`src/rtl/uart_rx_pkg.sv`:
```
// Shared definitions for the 8N1 UART receiver: line defaults, frame constants,
// FSM state encoding and the majority-vote helper.
package uart_rx_pkg;

  localparam int unsigned CLOCK_FREQUENCY_DEF = 32'd27000000;
  localparam int unsigned BAUD_RATE_DEF       = 32'd115200;

  localparam int unsigned DATA_BITS   = 32'd8;
  localparam logic        START_LEVEL = 1'b0;
  localparam logic        STOP_LEVEL  = 1'b1;

  typedef enum logic [1:0] {
    ST_IDLE  = 2'd0,
    ST_START = 2'd1,
    ST_DATA  = 2'd2,
    ST_STOP  = 2'd3
  } rx_state_e;

  function automatic logic maj3(input logic a, input logic b, input logic c);
    return (a & b) | (a & c) | (b & c);
  endfunction

endpackage

```
`src/rtl/uart_rx_fifo.sv`:
```
// Receive buffer: circular FIFO with wrap-bit pointers and an unregistered head output.
module uart_rx_fifo #(
  parameter int unsigned WIDTH = 32'd8,
  parameter int unsigned DEPTH = 32'd4
) (
  input  logic             clk,
  input  logic             rst_n,
  input  logic             push_i,
  input  logic [WIDTH-1:0] din_i,
  input  logic             pop_i,
  output logic             full_o,
  output logic             empty_o,
  output logic [WIDTH-1:0] dout_o
);

  localparam int unsigned AW = $clog2(DEPTH);

  logic [WIDTH-1:0] mem_q [DEPTH];
  logic [AW:0]      wr_ptr_q;
  logic [AW:0]      rd_ptr_q;
  logic             do_push_s;
  logic             do_pop_s;

  assign empty_o = (wr_ptr_q == rd_ptr_q);
  assign full_o  = (wr_ptr_q[AW] != rd_ptr_q[AW]) && (wr_ptr_q[AW-1:0] == rd_ptr_q[AW-1:0]);
  assign dout_o  = mem_q[rd_ptr_q[AW-1:0]];

  // A full FIFO still accepts a push when the head leaves on the same edge.
  assign do_pop_s  = pop_i && !empty_o;
  assign do_push_s = push_i && (!full_o || do_pop_s);

  // Storage and pointer update.
  always_ff @(posedge clk or negedge rst_n) begin
    if (!rst_n) begin
      for (int unsigned i = 0; i < DEPTH; i++) begin
        mem_q[i] <= '0;
      end
      wr_ptr_q <= '0;
      rd_ptr_q <= '0;
    end else begin
      if (do_push_s) begin
        mem_q[wr_ptr_q[AW-1:0]] <= din_i;
        wr_ptr_q <= wr_ptr_q + {{AW{1'b0}}, 1'b1};
      end
      if (do_pop_s) begin
        rd_ptr_q <= rd_ptr_q + {{AW{1'b0}}, 1'b1};
      end
    end
  end

endmodule

```
`src/rtl/uart_rx.sv`:
```
// 8N1 UART receiver: input synchronizer, bit timing, majority-voted sampling FSM,
// and a small receive FIFO with valid/ready output plus framing/overrun pulses.
module uart_rx
  import uart_rx_pkg::*;
#(
  parameter int unsigned CLOCK_FREQUENCY = CLOCK_FREQUENCY_DEF,
  parameter int unsigned BAUD_RATE       = BAUD_RATE_DEF,
  parameter int unsigned BAUD_DIVISOR    = CLOCK_FREQUENCY / BAUD_RATE,
  parameter int unsigned FIFO_DEPTH      = 32'd4
) (
  input  logic                 clk,
  input  logic                 rst_n,
  input  logic                 rx,
  output logic [DATA_BITS-1:0] data,
  output logic                 valid,
  input  logic                 ready,
  output logic                 frame_error,
  output logic                 overrun,
  output logic                 busy
);

  localparam int unsigned CW = $clog2(BAUD_DIVISOR);
  localparam logic [CW-1:0] CNT_HALF = CW'(BAUD_DIVISOR / 32'd2 - 32'd1);
  localparam logic [CW-1:0] CNT_S0   = CW'(BAUD_DIVISOR - 32'd3);
  localparam logic [CW-1:0] CNT_S1   = CW'(BAUD_DIVISOR - 32'd2);
  localparam logic [CW-1:0] CNT_LAST = CW'(BAUD_DIVISOR - 32'd1);
  localparam logic [2:0]    IDX_LAST = 3'(DATA_BITS - 32'd1);

  rx_state_e            state_q, state_d;
  logic                 sync1_q, rx_s_q, rx_prev_q;
  logic [CW-1:0]        cnt_q, cnt_d;
  logic [2:0]           bit_idx_q, bit_idx_d;
  logic [DATA_BITS-1:0] shift_q, shift_d;
  logic [1:0]           samp_q, samp_d;
  logic                 frame_error_q, frame_error_d;
  logic                 overrun_q, overrun_d;
  logic                 fall_s, vote_s, push_s, pop_s, fifo_full_s, fifo_empty_s;

  assign fall_s = rx_prev_q & ~rx_s_q;
  assign vote_s = maj3(samp_q[0], samp_q[1], rx_s_q);
  assign pop_s  = valid && ready;

  // Synchronizer, edge history and FSM state registers.
  always_ff @(posedge clk or negedge rst_n) begin
    if (!rst_n) begin
      sync1_q       <= 1'b1;
      rx_s_q        <= 1'b1;
      rx_prev_q     <= 1'b1;
      state_q       <= ST_IDLE;
      cnt_q         <= '0;
      bit_idx_q     <= 3'd0;
      shift_q       <= '0;
      samp_q        <= 2'b11;
      frame_error_q <= 1'b0;
      overrun_q     <= 1'b0;
    end else begin
      sync1_q       <= rx;
      rx_s_q        <= sync1_q;
      rx_prev_q     <= rx_s_q;
      state_q       <= state_d;
      cnt_q         <= cnt_d;
      bit_idx_q     <= bit_idx_d;
      shift_q       <= shift_d;
      samp_q        <= samp_d;
      frame_error_q <= frame_error_d;
      overrun_q     <= overrun_d;
    end
  end

  // Next-state logic: bit timing, sampling, shifting and the end-of-frame decision.
  always_comb begin
    state_d       = state_q;
    cnt_d         = (cnt_q == CNT_LAST) ? '0 : cnt_q + CW'(1);
    bit_idx_d     = bit_idx_q;
    shift_d       = shift_q;
    samp_d        = samp_q;
    frame_error_d = 1'b0;
    overrun_d     = 1'b0;
    push_s        = 1'b0;

    if (cnt_q == CNT_S0) begin
      samp_d[0] = rx_s_q;
    end else if (cnt_q == CNT_S1) begin
      samp_d[1] = rx_s_q;
    end else begin
      samp_d = samp_q;
    end

    case (state_q)
      ST_IDLE: begin
        cnt_d = '0;
        if (fall_s) begin
          state_d = ST_START;
        end else begin
          state_d = ST_IDLE;
        end
      end
      ST_START: begin
        if (cnt_q == CNT_HALF) begin
          cnt_d = '0;
          if (rx_s_q == START_LEVEL) begin
            state_d   = ST_DATA;
            bit_idx_d = 3'd0;
          end else begin
            state_d = ST_IDLE;
          end
        end else begin
          state_d = ST_START;
        end
      end
      ST_DATA: begin
        if (cnt_q == CNT_LAST) begin
          shift_d = {vote_s, shift_q[DATA_BITS-1:1]};
          if (bit_idx_q == IDX_LAST) begin
            state_d = ST_STOP;
          end else begin
            bit_idx_d = bit_idx_q + 3'd1;
          end
        end else begin
          state_d = ST_DATA;
        end
      end
      ST_STOP: begin
        if (cnt_q == CNT_LAST) begin
          state_d = ST_IDLE;
          // A pop on this same edge frees the slot, so a full FIFO is not an overrun then.
          if (vote_s == STOP_LEVEL) begin
            if (fifo_full_s && !pop_s) begin
              overrun_d = 1'b1;
            end else begin
              push_s = 1'b1;
            end
          end else begin
            frame_error_d = 1'b1;
          end
        end else begin
          state_d = ST_STOP;
        end
      end
      default: begin
        state_d = ST_IDLE;
        cnt_d   = '0;
      end
    endcase
  end

  uart_rx_fifo #(
    .WIDTH(DATA_BITS),
    .DEPTH(FIFO_DEPTH)
  ) u_fifo (
    .clk    (clk),
    .rst_n  (rst_n),
    .push_i (push_s),
    .din_i  (shift_d),
    .pop_i  (pop_s),
    .full_o (fifo_full_s),
    .empty_o(fifo_empty_s),
    .dout_o (data)
  );

  assign valid       = !fifo_empty_s;
  assign frame_error = frame_error_q;
  assign overrun     = overrun_q;
  assign busy        = (state_q != ST_IDLE);

endmodule

```
`config.mk`:
```
export PLATFORM = sky130hd
export DESIGN_NAME = uart_rx
export DESIGN_NICKNAME = d
export VERILOG_FILES = /design/src/rtl/uart_rx_pkg.sv /design/src/rtl/uart_rx_fifo.sv /design/src/rtl/uart_rx.sv
export SDC_FILE = /design/constraint.sdc
export NUM_CORES = 1
export LEC_CHECK = 0
export ABC_AREA = 1
export BUFFER_PORTS_ARGS = -buffer_cell sky130_fd_sc_hd__buf_2
export CELL_PAD_IN_SITES_DETAIL_PLACEMENT = 1
export CELL_PAD_IN_SITES_GLOBAL_PLACEMENT = 2
export CORE_MARGIN = 2
export CORE_UTILIZATION = 33
export CTS_BUF_LIST = sky130_fd_sc_hd__clkbuf_4 sky130_fd_sc_hd__clkbuf_8 sky130_fd_sc_hd__clkbuf_16
export CTS_CLUSTER_DIAMETER = 60
export DETAILED_ROUTE_END_ITERATION = 10
export GPL_TIMING_DRIVEN = 1
export PLACE_DENSITY = 0.85
export SLEW_MARGIN = 10
export SYNTH_ARGS = -nofsm -noshare
export SYNTH_HDL_FRONTEND = slang
export SYNTH_SLANG_ARGS = --single-unit
```
`constraint.sdc`:
```
create_clock -name clk -period 1.7 [get_ports clk]
set_clock_uncertainty 0.2 [all_clocks]
set_input_delay 0.34 -clock clk [delete_from_list [all_inputs] [get_ports clk]]
set_output_delay 0.34 -clock clk [all_outputs]
set_load 0.02 [all_outputs]
```
== Yosys cells after proc, flatten, opt, wreduce, memory -nomap -nowiden ==
Index checks and enable logic that the tools add are counted.

* Register bits: 66
* Word-level logic and storage cells: 99
* Input bits: 4
* Output and inout port bits: 12

* $add $sub $neg: 4
* Reduce and logical (&&, ||, !) cells: 15
* Multiplexer cells: 34
* Order comparisons: 3
* Eq/ne operators: 16
* Bitwise logic cells: 10

{| class="wikitable"
|+ Operators by type and width
! operator !! count
|-
| $mux W8 || 7
|-
| $bwmux W32 || 1
|-
| $eq A8 B8 Y1 const B || 3
|-
| $bmux W8 S2 || 1
|-
| $demux W8 S2 || 1
|-
| $pmux W8 S2 || 1
|-
| $mux W1 || 12
|-
| $mux W3 || 4
|-
| $mux W2 || 5
|-
| $add A3 B1 Y3 const B || 3
|-
| $add A8 B1 Y8 const B || 1
|-
| $eq A8 B7 Y1 const B || 1
|-
| $ne A2 B2 Y1 const B || 4
|-
| $pmux W2 S4 || 1
|-
| $ge A3 B3 Y1 const B || 2
|-
| $logic_and A1 B1 Y1 || 6
|-
| $not A2 Y3 || 2
|-
| $pmux W3 S2 || 1
|-
| $reduce_and A5 Y1 || 1
|-
| $and A1 B1 Y1 || 4
|-
| $eq A2 B2 Y1 const B || 2
|-
| $reduce_bool A2 Y1 || 2
|-
| $eq A3 B3 Y1 || 1
|-
| $eq A3 B3 Y1 const B || 1
|-
| 11 further kinds || 15
|}

== Depth between registers and ports, before layout ==
* Word-level depth: 10
* Gate-level depth with buffers: 10
* Gate-level depth less buffers: 9

== By module ==
Synthesis repeated with hierarchy kept, for this count alone.

* Cells, all modules: 394
* Area total of the unflattened synthesis: 3358.2 µm²

{| class="wikitable"
|+ Modules (own cells, without submodules)
! module !! area an instance (µm²) !! cells an instance !! times used !! seq. area each (µm²)
|-
| uart_rx_fifo || 1980.6 || 237 || 1 || 950.9
|-
| uart_rx || 1377.6 || 157 || 1 || 706.9
|}

== Worst setup path before layout ==
No wires, ideal clock.

* Kind: flip-flop to output port
* Start point: register u_fifo.rd_ptr_q[0]
* End point: output data[6]
* Slack: -0.187 ns
* Cell stages (with the launch flop): 6
* Arrival time: 1.347 ns
* Buffers on the path: 2
* Path through: dfrtp_1 > buf_2 > inv_2 > clkbuf_1 > o21ai_0 > o22ai_1

* Cells in the longest elaborated chain, start to end: 4

{| class="wikitable"
|+ RTL lines
! item !! RTL line !! text
|-
| start, declared || uart_rx_fifo.sv:20 || <nowiki>logic [AW:0] rd_ptr_q;</nowiki>
|-
| start signal, assigned || uart_rx_fifo.sv:46 || <nowiki>rd_ptr_q <= rd_ptr_q + {{AW{1'b0}}, 1'b1};</nowiki>
|-
| $not A2 Y3 (not written as such) || uart_rx_fifo.sv:26 || <nowiki>assign dout_o = mem_q[rd_ptr_q[AW-1:0]];</nowiki>
|-
| $bmux W8 S2 || uart_rx_fifo.sv:26 ||
|-
| $mux W8 (not written as such) (2 in a row) || uart_rx_fifo.sv:26 ||
|-
| end, declared || uart_rx.sv:14 || <nowiki>output logic [DATA_BITS-1:0] data,</nowiki>
|}

Every way passes these cells. The select of a mux whose other input is x is not followed.

== Worst setup path after layout ==
* Start point: register cnt_q[1]
* End point: register u_fifo.mem_q[10] in the netlist's numbering

* Cells in the longest elaborated chain, start to end: 4
* Elaborated cells between the ends (all ways): 7
* Those cells by class: eq/ne: 1; mux: 5; reduce/logical: 1

{| class="wikitable"
|+ RTL lines
! item !! RTL line !! text
|-
| start, declared || uart_rx.sv:31 || <nowiki>logic [CW-1:0] cnt_q, cnt_d;</nowiki>
|-
| start signal, assigned || uart_rx.sv:61 || <nowiki>cnt_q <= cnt_d;</nowiki>
|-
| $eq A8 B8 Y1 * || uart_rx.sv:112, uart_rx.sv:124 ||
|-
| $mux W8 or $mux W1 (tied branches) || uart_rx.sv:112, uart_rx.sv:124 ||
|-
| $mux W8 or $mux W1 (tied branches) || uart_rx.sv:89 || <nowiki>case (state_q)</nowiki>
|-
| $bwmux W32 or $logic_and A1 B1 Y1 (tied branches) || uart_rx_fifo.sv:42, uart_rx_fifo.sv:30 ||
|-
| end signal, assigned by index || uart_rx_fifo.sv:42 || <nowiki>mem_q[wr_ptr_q[AW-1:0]] <= din_i;</nowiki>
|-
| end, declared || uart_rx_fifo.sv:18 || <nowiki>logic [WIDTH-1:0] mem_q [DEPTH];</nowiki>
|}

Mark *: on every way between the ends. The rest lies on a longest branch, timed or not.
A chain may end at the register's enable or synchronous reset.

==> results_dict.tcl <==
set metrics [dict create \
    p_total_mw 6.045 \
    die-width_um 103.6 \
    ys_ff_latch 66 \
    io_buffers 15 \
    instances_no_fill 627 \
    antenna_found_initial 0 \
    n_fill_cell 1050 \
    via_count 3208 \
    cts_tree "built" \
    max-cap-violations 0 \
    dp_worst_setup_slack_ns -0.2559 \
    routed_wl_um 12500 \
    seq_area_frac_synth_pct 50.65 \
    htree_levels 3 \
    worstHoldEndpoint "rx_s_q" \
    setup_slack_ns -0.2986 \
    via_per_inst 5.116 \
    fp-row-count 36 \
    final_cell_mix "nand2_1, dfrtp_1, buf_4, nand3_2, nand2_2" \
    slew_violations 0 \
    tns_ns -13.25 \
    placed_cells 583 \
    die_h_um 103.6 \
    fin_crit_sh_pct 117.6 \
    crit_path_max_fanout 7 \
    rsz0062_at_grt "true" \
    peakVddDrop_mv 0.4944 \
    clock_latency_ns 0.35 \
    p_per_area_nw_per_um2 1132 \
    grt_busiest_layer "met2" \
    cts_root_buf "clkbuf_8" \
    fmax_ghz 0.5003 \
    start_util_pct 33.80 \
    met1_usage_pct 27.77 \
    hp-class "flop to flop" \
    insertedDiodeCount 0 \
    post-route-min-period_ns 1.999 \
    min-delay-start "sync1_q" \
    tightestPinTransition_ns 0.4979 \
    syn_area_um2 3273 \
    r2r_start "cnt_q[1]" \
    drtIter0Drc 181 \
    numCtsBuffers 9 \
    use_met3_pct 4.216 \
    worstSetupPathType "flop to flop" \
    drive_gt1_share_pct 56.28 \
    p_leak_nw 2.442 \
    gr-usage-met2_pct 37.46 \
    status "finished with violations" \
    gp_congestion 0.7730 \
    syn-num-nets 409 \
    grt_pass1_vias 3505 \
    ys_types 28 \
    area_growth_pct 63.11 \
    rr_endpoint "u_fifo.mem_q[10]" \
    grt_max_degree 37 \
    ant_nets 0 \
    grt_pass1_wl_um 18470 \
    cts_buffer_depth 2 \
    final_hold_viol_count 0 \
    syn_avg_cell_area_um2 8.286 \
    whs_path_depth 0 \
    nNetsFinal 503 \
    whs_ns 0.1550 \
    relSlewSlack_pct 66.81 \
    path_clk_slew_ns 0.07 \
    grtUsageTotal_pct 21.84 \
    required_ns 1.78 \
    final_common_cell "nand2_1" \
    dieArea_um2 10730 \
    drc 0 \
    io_pins 16 \
    reg2reg_setup_slack_ns -0.30 \
    hpwl_um 6393 \
    start_kind "flop" \
    ys_warn_count 0 \
    setup_viol 67 \
    r2r_cells 11 \
    violations "setup timing" \
    worstSetupEndpointType "flop" \
    cts_sinks 66 \
    crit_arrival_ns 2.08 \
    coreArea_um2 9684 \
    first_pass_iters 4 \
    synthCells 395 \
    grt-ovfl-total 0 \
    avgRoutedWirePerCell_um 19.94 \
]
worst max-delay path, cell delays in order, from the launching register on:
cell and delay [ns]:
dfrtp_1 0.39, inv_2 0.11, ha_4 0.16, buf_6 0.10, nand3_4 0.08, nor2_8 0.15
nand3_4 0.12, nor2_8 0.16, buf_6 0.16, buf_12 0.15, nand3_2 0.07, nand2_1 0.08
Yosys cell counts (all sizes together):
cell      n  share of area, %
nand4     2              0.38
buf       5               1.3
xor2      4               1.1
o21ai    23               3.5
ha       10               3.8
a21oi     2              0.42
dfrtp    61                47
clkbuf    8              0.92
nand2   131                15
dfstp     5               4.0
or2       2              0.38
a21boi    1              0.23
nor2     46               6.4
nand3    58                10
inv      23               2.6
nor3      1              0.15
xnor2     2              0.54
o22ai     9               1.7
nand3b    2              0.46
power breakdown:
group	internal (mW)	switching [mW]	total [mW]
Sequential	1.66	0.0958	1.75
Clock	0.740	0.619	1.36
Combinational	1.37	1.57	2.93
layout make-up:
type / instances / area [µm²] / area share [%]
Multi-Input combinational cell: 293 / 2261 / 42.35
Clock inverter: 3 / 40.04 / 0.7499
Sequential cell: 66 / 1660 / 31.10
Timing Repair Buffer: 96 / 958.4 / 17.95
Clock buffer: 13 / 153.9 / 2.883
Tap cell: 133 / 166.4 / 3.117
Inverter: 23 / 98.84 / 1.851
state kept, by name (all words and copies together), names as in the netlist, 2 cells and up:
register         count
cnt_q                8
shift_q              8
u_fifo.wr_ptr_q      3
bit_idx_q            3
u_fifo.rd_ptr_q      3
u_fifo.mem_q        32
samp_q               2
state_q              2
how the worst max path moves through the flow:
stage | start | to | slack, ns | cells past startpoint
after CTS | u_fifo.rd_ptr_q[0] | data[7] | -0.31 | 5
after global routing | cnt_q[1] | u_fifo.mem_q[10] | -0.37 | 11
after floorplan | cnt_q[1] | u_fifo.mem_q[0] | 0.002 | 9
after global placement | cnt_q[1] | u_fifo.mem_q[5] | -0.18 | 9
final | cnt_q[1] | u_fifo.mem_q[10] | -0.30 | 11
after detailed placement | cnt_q[1] | u_fifo.mem_q[7] | -0.26 | 9
routing by layer:
layer,vias up,part of all wire [%]
li1,1471,-
met1,1648,42
met2,70,52
met3,19,3.4
met4,0,2.2
met5,-,0
through the flow:
step | instance area (µm²) | util, %
floorplan | 3331 | -
global placement | 3931 | 40.59
detailed placement | 3931 | 40.59
CTS | 4901 | 50.61
global route | 5339 | 55.13
finish | 5339 | 55.13
logic make-up (layout without fill, tap and decap cells):
family / count (synthesis) / count (layout) / share of synthesized area [%]
AND/OR/NAND/NOR: 242 / 242 / 33.14
buffers and inverters: 36 / 135 / 4.893
flip-flops: 66 / 66 / 50.65
adder cells (fa/ha/maj): 10 / 10 / 3.823
AO/OA/AOI/OAI: 35 / 35 / 5.887
XOR/XNOR: 6 / 6 / 1.605
repair_timing:
item	in CTS	in global routing
setup endpoints to repair	65	67
cloned	6	0
gates resized for setup	141	122
hold buffers	2	0
pin swaps	46	57
endpoints found under the hold margin	62	0
buffers inserted	16	12
Note: power is estimated with default switching activity, not from simulation.
